File: config.mk
export PLATFORM = sky130hd
export DESIGN_NAME = proc_controller
export DESIGN_NICKNAME = d
export VERILOG_FILES = /design/src/rtl/proc_controller.sv
export SDC_FILE = /design/constraint.sdc
export NUM_CORES = 1
export LEC_CHECK = 0
export BUFFER_PORTS_ARGS = -buffer_cell sky130_fd_sc_hd__buf_4
export CAP_MARGIN = 0
export CORE_MARGIN = 4
export CORE_UTILIZATION = 48
export DETAILED_ROUTE_END_ITERATION = 16
export HOLD_SLACK_MARGIN = 0.08
export PLACE_DENSITY = 0.8
export SETUP_SLACK_MARGIN = 0.05
export SYNTH_ARGS = -nofsm -noshare
export SYNTH_HDL_FRONTEND = slang
export SYNTH_SLANG_ARGS = --single-unit
File: constraint.sdc
create_clock -name clk -period 2.3 [get_ports clk]
set_input_delay 0.345 -clock clk [delete_from_list [all_inputs] [get_ports clk]]
set_output_delay 0.345 -clock clk [all_outputs]
set_load 0.005 [all_outputs]
File: src/rtl/proc_controller.sv
`default_nettype none
// ---------------------------------------------------------------------------
// proc_controller: ProjectB sequencer (PC, IR, Moore control strobes).
// Optional single-step gating of FETCH under macro PROC_CTRL_STEP_EN. Rev 1.0
// ---------------------------------------------------------------------------
module proc_controller #(
  parameter int PC_W = 7,
  parameter int DA_W = 8
) (
  input  logic            clk,
  input  logic            rst_n,
`ifdef PROC_CTRL_STEP_EN
  input  logic            step,
`endif
  output logic [PC_W-1:0] pc_addr,
  input  logic [15:0]     instr,
  output logic [DA_W-1:0] d_addr,
  output logic            d_rd,
  output logic            d_wr,
  output logic            rf_s,
  output logic [3:0]      rf_w_addr,
  output logic            rf_w_en,
  output logic [3:0]      rf_ra_addr,
  output logic [3:0]      rf_rb_addr,
  output logic [2:0]      alu_s,
  output logic            halted
);

  initial begin
    assert (DA_W == 8) else $fatal(1, "proc_controller: DA_W must be 8");
  end

  typedef enum logic [3:0] {
    S_INIT   = 4'd0,
    S_FETCH  = 4'd1,
    S_DECODE = 4'd2,
    S_NOOP   = 4'd3,
    S_LOAD_A = 4'd4,
    S_LOAD_B = 4'd5,
    S_STORE  = 4'd6,
    S_ADD    = 4'd7,
    S_SUB    = 4'd8,
    S_HALT   = 4'd9
  } state_t;

  state_t           state, state_nxt;
  logic [PC_W-1:0]  pc;
  logic [15:0]      ir;
  logic             fetch_go;

`ifdef PROC_CTRL_STEP_EN
  assign fetch_go = step;
`else
  assign fetch_go = 1'b1;
`endif

  assign pc_addr = pc;

  always_ff @(posedge clk or negedge rst_n) begin
    if (!rst_n) begin
      state <= S_INIT;
      pc    <= '0;
      ir    <= '0;
    end else begin
      state <= state_nxt;
      if (state == S_FETCH && fetch_go) begin
        ir <= instr;
        pc <= pc + 1'b1;
      end
    end
  end

  always_comb begin
    state_nxt  = state;
    d_addr     = '0;
    d_rd       = 1'b0;
    d_wr       = 1'b0;
    rf_s       = 1'b0;
    rf_w_addr  = 4'h0;
    rf_w_en    = 1'b0;
    rf_ra_addr = 4'h0;
    rf_rb_addr = 4'h0;
    alu_s      = 3'd0;
    halted     = 1'b0;
    case (state)
      S_INIT:   state_nxt = S_FETCH;
      S_FETCH:  state_nxt = fetch_go ? S_DECODE : S_FETCH;
      S_DECODE: begin
        case (ir[15:12])
          4'h1:    state_nxt = S_STORE;
          4'h2:    state_nxt = S_LOAD_A;
          4'h3:    state_nxt = S_ADD;
          4'h4:    state_nxt = S_SUB;
          4'h5:    state_nxt = S_HALT;
          default: state_nxt = S_NOOP;
        endcase
      end
      S_NOOP:   state_nxt = S_FETCH;
      S_LOAD_A: begin
        d_addr    = DA_W'(ir[7:0]);
        d_rd      = 1'b1;
        state_nxt = S_LOAD_B;
      end
      S_LOAD_B: begin
        d_addr    = DA_W'(ir[7:0]);
        d_rd      = 1'b1;
        rf_s      = 1'b1;
        rf_w_addr = ir[11:8];
        rf_w_en   = 1'b1;
        state_nxt = S_FETCH;
      end
      S_STORE: begin
        d_addr     = DA_W'(ir[11:4]);
        d_wr       = 1'b1;
        rf_ra_addr = ir[3:0];
        state_nxt  = S_FETCH;
      end
      S_ADD, S_SUB: begin
        rf_ra_addr = ir[11:8];
        rf_rb_addr = ir[7:4];
        alu_s      = (state == S_ADD) ? 3'd1 : 3'd2;
        rf_w_addr  = ir[3:0];
        rf_w_en    = 1'b1;
        state_nxt  = S_FETCH;
      end
      S_HALT: begin
        // Only reset leaves HALT.
        halted    = 1'b1;
        state_nxt = S_HALT;
      end
      default:  state_nxt = S_INIT;
    endcase
  end

endmodule
`default_nettype wire

### Word-level counts from Yosys, hierarchy flattened

Index checks and enable logic that the tools add are counted.

* output and inout bits: 35
* register bits: 27
* logic and storage cells: 36

* equality and inequality tests: 14
* multiplexer cells: 13
* reduce and logical (&&, ||, !) cells: 5
* add/sub/neg operators: 1

Operator list (count)
* case mux 4 bit (5 select lines): 2
* == test 4 x 3 -> 1 bit, second input constant: 6
* == test 4 x 2 -> 1 bit, second input constant: 4
* case mux 4 bit (2 select lines): 2
* case mux 8 bit (2 select lines): 1
* == test 4 x 1 -> 1 bit, second input constant: 2
* == test 4 bit, second input constant: 2
* adder 7 x 1 -> 7 bit, second input constant: 1
* OR reduction 6 bit: 1
* two-way mux 1 bit: 5
* logical NOT 4 bit: 1
* two-way mux 2 bit: 2
* two-way mux 4 bit: 1
* OR reduction 2 bit: 2
* OR reduction 3 bit: 1

### Longest topological paths before layout

* depth after elaboration: 3
* depth in mapped cells: 5

### Worst setup path before layout

Ideal clock, no wire load.

* kind: reg2out
* start point: register state[3]
* end point: output d_addr[1]
* cell stages (with the launch flop): 6
* data required time: 1.955 ns
* path buffers: 2
* setup slack: 0.560 ns
* arrival time: 1.395 ns
* path through: dfrtp_1 -> buf_6 -> nand2b_1 -> nor3b_1 -> buf_2 -> a22o_1

* longest elaborated chain between the ends: 3
* elaborated cells between the ends (all ways): 5
* those cells by class: eq/ne: 3; mux: 1; reduce/logical: 1

RTL lines
* start: declaration: RTL line 46 `state_t state, state_nxt;`
* start signal: assignment: RTL line 65 `state <= state_nxt;`
* == test 4 x 3 -> 1 bit: RTL line 85 `case (state)`
* OR reduction 2 bit (no source line)
* case mux 8 bit (2 select lines) *: RTL line 85
* end: declaration: RTL line 17 `output logic [DA_W-1:0] d_addr,`

Every way passes the cells marked *; elsewhere a longest branch is shown, timed or not.

### Worst setup path after layout

* start point: register state[2]
* end point: output rf_w_en

* longest elaborated chain between the ends: 3
* elaborated cells between the ends (all ways): 5
* those cells by class: eq/ne: 3; mux: 1; reduce/logical: 1

RTL lines
* == test 4 x 3 -> 1 bit / == test 4 bit (equally long branches): RTL line 85
* OR reduction 3 bit (no source line) *
* two-way mux 1 bit *: RTL line 85
* end: declaration: RTL line 22 `output logic rf_w_en,`

Marked as above.

==> run metrics <==
mux cell area share after synthesis 14.1%; P_leak 0.884 nW; Final Power 2.11 mW; Combinational Power Share 44.1%; Max Clk Rate 0.475 GHz; root buffer cell clkbuf_4; Core Footprint 0.00281 mm²; gr usage total 16.3%; Vias 1109; antenna violations before repair 0; worst hold slack 0.249 ns; drt total wl 3050 µm; final hold violation count 0; post-synthesis sequential area ratio 47.2%; min setup slack post-route 0.196 ns; number of synthesis warnings 0; Net Switching 757 µW; Synth Area in Compound Gates 14.7%; Ports 53; layout cells sized above 1 50.3%; FF+latch area 679 µm²; CP Capture Type output pin; Max rail drop VDD 0.725 mV; Slowest cell on crit path dfrtp_2; setup repair bufs after CTS 0; die area 0.00392 mm²; Post-synth ARST share 100%; Buf+Inv Stages, Crit Path 1; Finished Cell Area 0.00187 mm²; drt via density 5.49; area leader, netlist dfrtp_1; top cell type's share of synthesized area 47.2%; Max Cap Viol 0; Required @ worst endpoint 1.96 ns; vias in the first global route 1088; DR WL/cell 15.1 µm; Adder-Cell Fraction of Synth Area 0.873%; dominant cells by area after synthesis dfrtp_1 (47%), mux2_2 (13%), a22o_1 (9.8%); critical path class reg2out; Final setup viols 0; clock network power share 9.5%; DRC Markers 0; Power Internal 1.35 mW; Worst path depth 4; DP Wirelength 2320 µm; Synth Area per Inst 12.1 µm²; global-route wire length before repair 5130 µm; Tmin final 2.10 ns; Final period util 91.5%; port buffer count 51; clock skew 0.00367 ns; Worst-path clk slew 0.14 ns; H-Tree Depth 1; multi-input logic area 688 µm²; Area growth syn-to-layout 30.8%; Routed Antenna Nets 0; CP Launch Type flop; number of synthesized flops with an enable pin 0; P per Cell Area 1130 mW/mm²; largest net degree at the start of global routing 28; main combinational cell family by area after synthesis compound AO/OA/AOI/OAI gates; CTS sink cnt 27; HP Class in2reg; clk_lat worst skew 0.31 ns; pre-CTS setup slack 0.438 ns; critical path arrival 1.76 ns; post-synth cell types 33; gpl congestion 0.729; CP Cell Sequence nor2b_1, a31o_2, or2_2, buf_4; Num CTS Buffers 3; Clock Tree Buf Depth 2; n_diodes 0; GRT Residual Overflow 0; Fillers 228; xor/xnor cell area share of the yosys netlist 4.28%; placed inst area 0.00183 mm²; starting density of the core 51.1%; nets 191; Setup TNS 0 ns; syn nets 137; Final Max Tran Viols 0; chip height 62.6 µm; Pre-antenna DRT Iters 4; Crit path largest cell delay 0.51 ns; post-synthesis instance total 118; unrepaired setup endpoints after global routing no; Worst path top cell family by delay flip-flops; sequential cell fraction of total power 46.4%; Worst Path Max Fanout 13; drt first-iter violations 44; R2R depth 4; Die Wd 62.6 µm; status completed; Syn Std Cell Area 0.00143 mm²; CTS tree built; hold depth 2; Simple-Gate Fraction of Synth Area 13.4%; commonest register cell after synthesis dfrtp_1; num rows 19; Switching Fraction 35.9%; Synth Register Bits 27
==> power groups by stage <==
| stage | logic, mW | registers (mW) | clock network, mW |
|---|---|---|---|
| detailed placement | 0.946 | 0.982 | 0 |
| global placement | 0.909 | 0.969 | 0 |
| finish | 0.931 | 0.980 | 0.201 |
| floorplan | 0.700 | 0.898 | 0 |
| CTS | 0.947 | 0.973 | 0.209 |
| global route | 1.02 | 1.03 | 0.230 |
==> placed cells by master, fill, tap and decap left out, types with 2 or more instances in the layout <==
cell / instances
xnor2_1: 5
nor2_1: 3
nor3b_1: 2
clkbuf_4: 3
a22o_1: 16
mux2_2: 17
a211oi_1: 2
nand2b_1: 2
xor2_1: 2
o21ai_0: 4
and2_1: 4
or2_2: 2
nand2_1: 3
nand4_1: 2
and3_1: 3
buf_4: 57
dfrtp_2: 3
dfrtp_1: 24
==> worst paths after layout <==
kind	to	slack (ns)	from
max	rf_w_en	0.20	state[2]
min	ir[2]	0.25	instr[2]
max reg2reg	state[3]	0.59	state[0]
min reg2reg	pc_addr[6]	0.50	pc_addr[6]
max in group asynchronous	state[1]	1.58	rst_n
min in group asynchronous	ir[14]	0.46	rst_n
==> routing by layer <==
metal	wire length, µm	GRT usage, %
met2	1550	27.8
met3	148	3.78
met4	19	4.96
met1	1320	20.4
met5	0	0
==> area by class of cell <==
cell class | count | share of cell area [%]
Sequential cell | 27 | 36.2
Clock buffer | 4 | 1.40
Inverter | 1 | 0.200
Multi-Input combinational cell | 81 | 36.7
Timing Repair Buffer | 58 | 23.4
Tap cell | 31 | 2.07
==> cell families (layout without fill, tap and decap cells) <==
logic type | count (synthesis) | count (layout)
AOI/OAI and AO/OA | 26 | 26
xor gates and xnor gates | 7 | 7
adders and majority gates | 1 | 1
buffers and inverters | 10 | 63
DFF | 27 | 27
muxes | 18 | 18
other | 1 | 1
and+or+nand+nor | 28 | 28
==> state kept, by name (all words and copies together) (netlist names) <==
register  cells
pc_addr       7
state         4
ir           16
==> synth_stat cells, types with 2 or more instances <==
cell type / count
a211oi_1: 2
dfrtp_1: 27
buf_6: 2
nand4_1: 2
and2_1: 4
buf_2: 4
and3_1: 3
xnor2_1: 5
nor4b_1: 2
or2_2: 2
nor3b_1: 2
nand2b_1: 2
nor2_1: 3
mux2_2: 17
o21ai_0: 4
a22o_1: 16
buf_4: 2
xor2_1: 2
nand2_1: 3
==> stage by stage <==
stage	util, %	instances
after CTS	66.5	202
after floorplan	-	118
final	66.8	202
after global placement	65.2	197
after global routing	66.8	202
after detailed placement	65.2	197
==> repair_timing <==
action                     4_1_cts  5_1_grt
hold endpoints to repair        27        0
setup endpoints to repair        0       21
hold buffers                     1        0
resized for setup                0        4
Power figures use the tool's default switching activity.
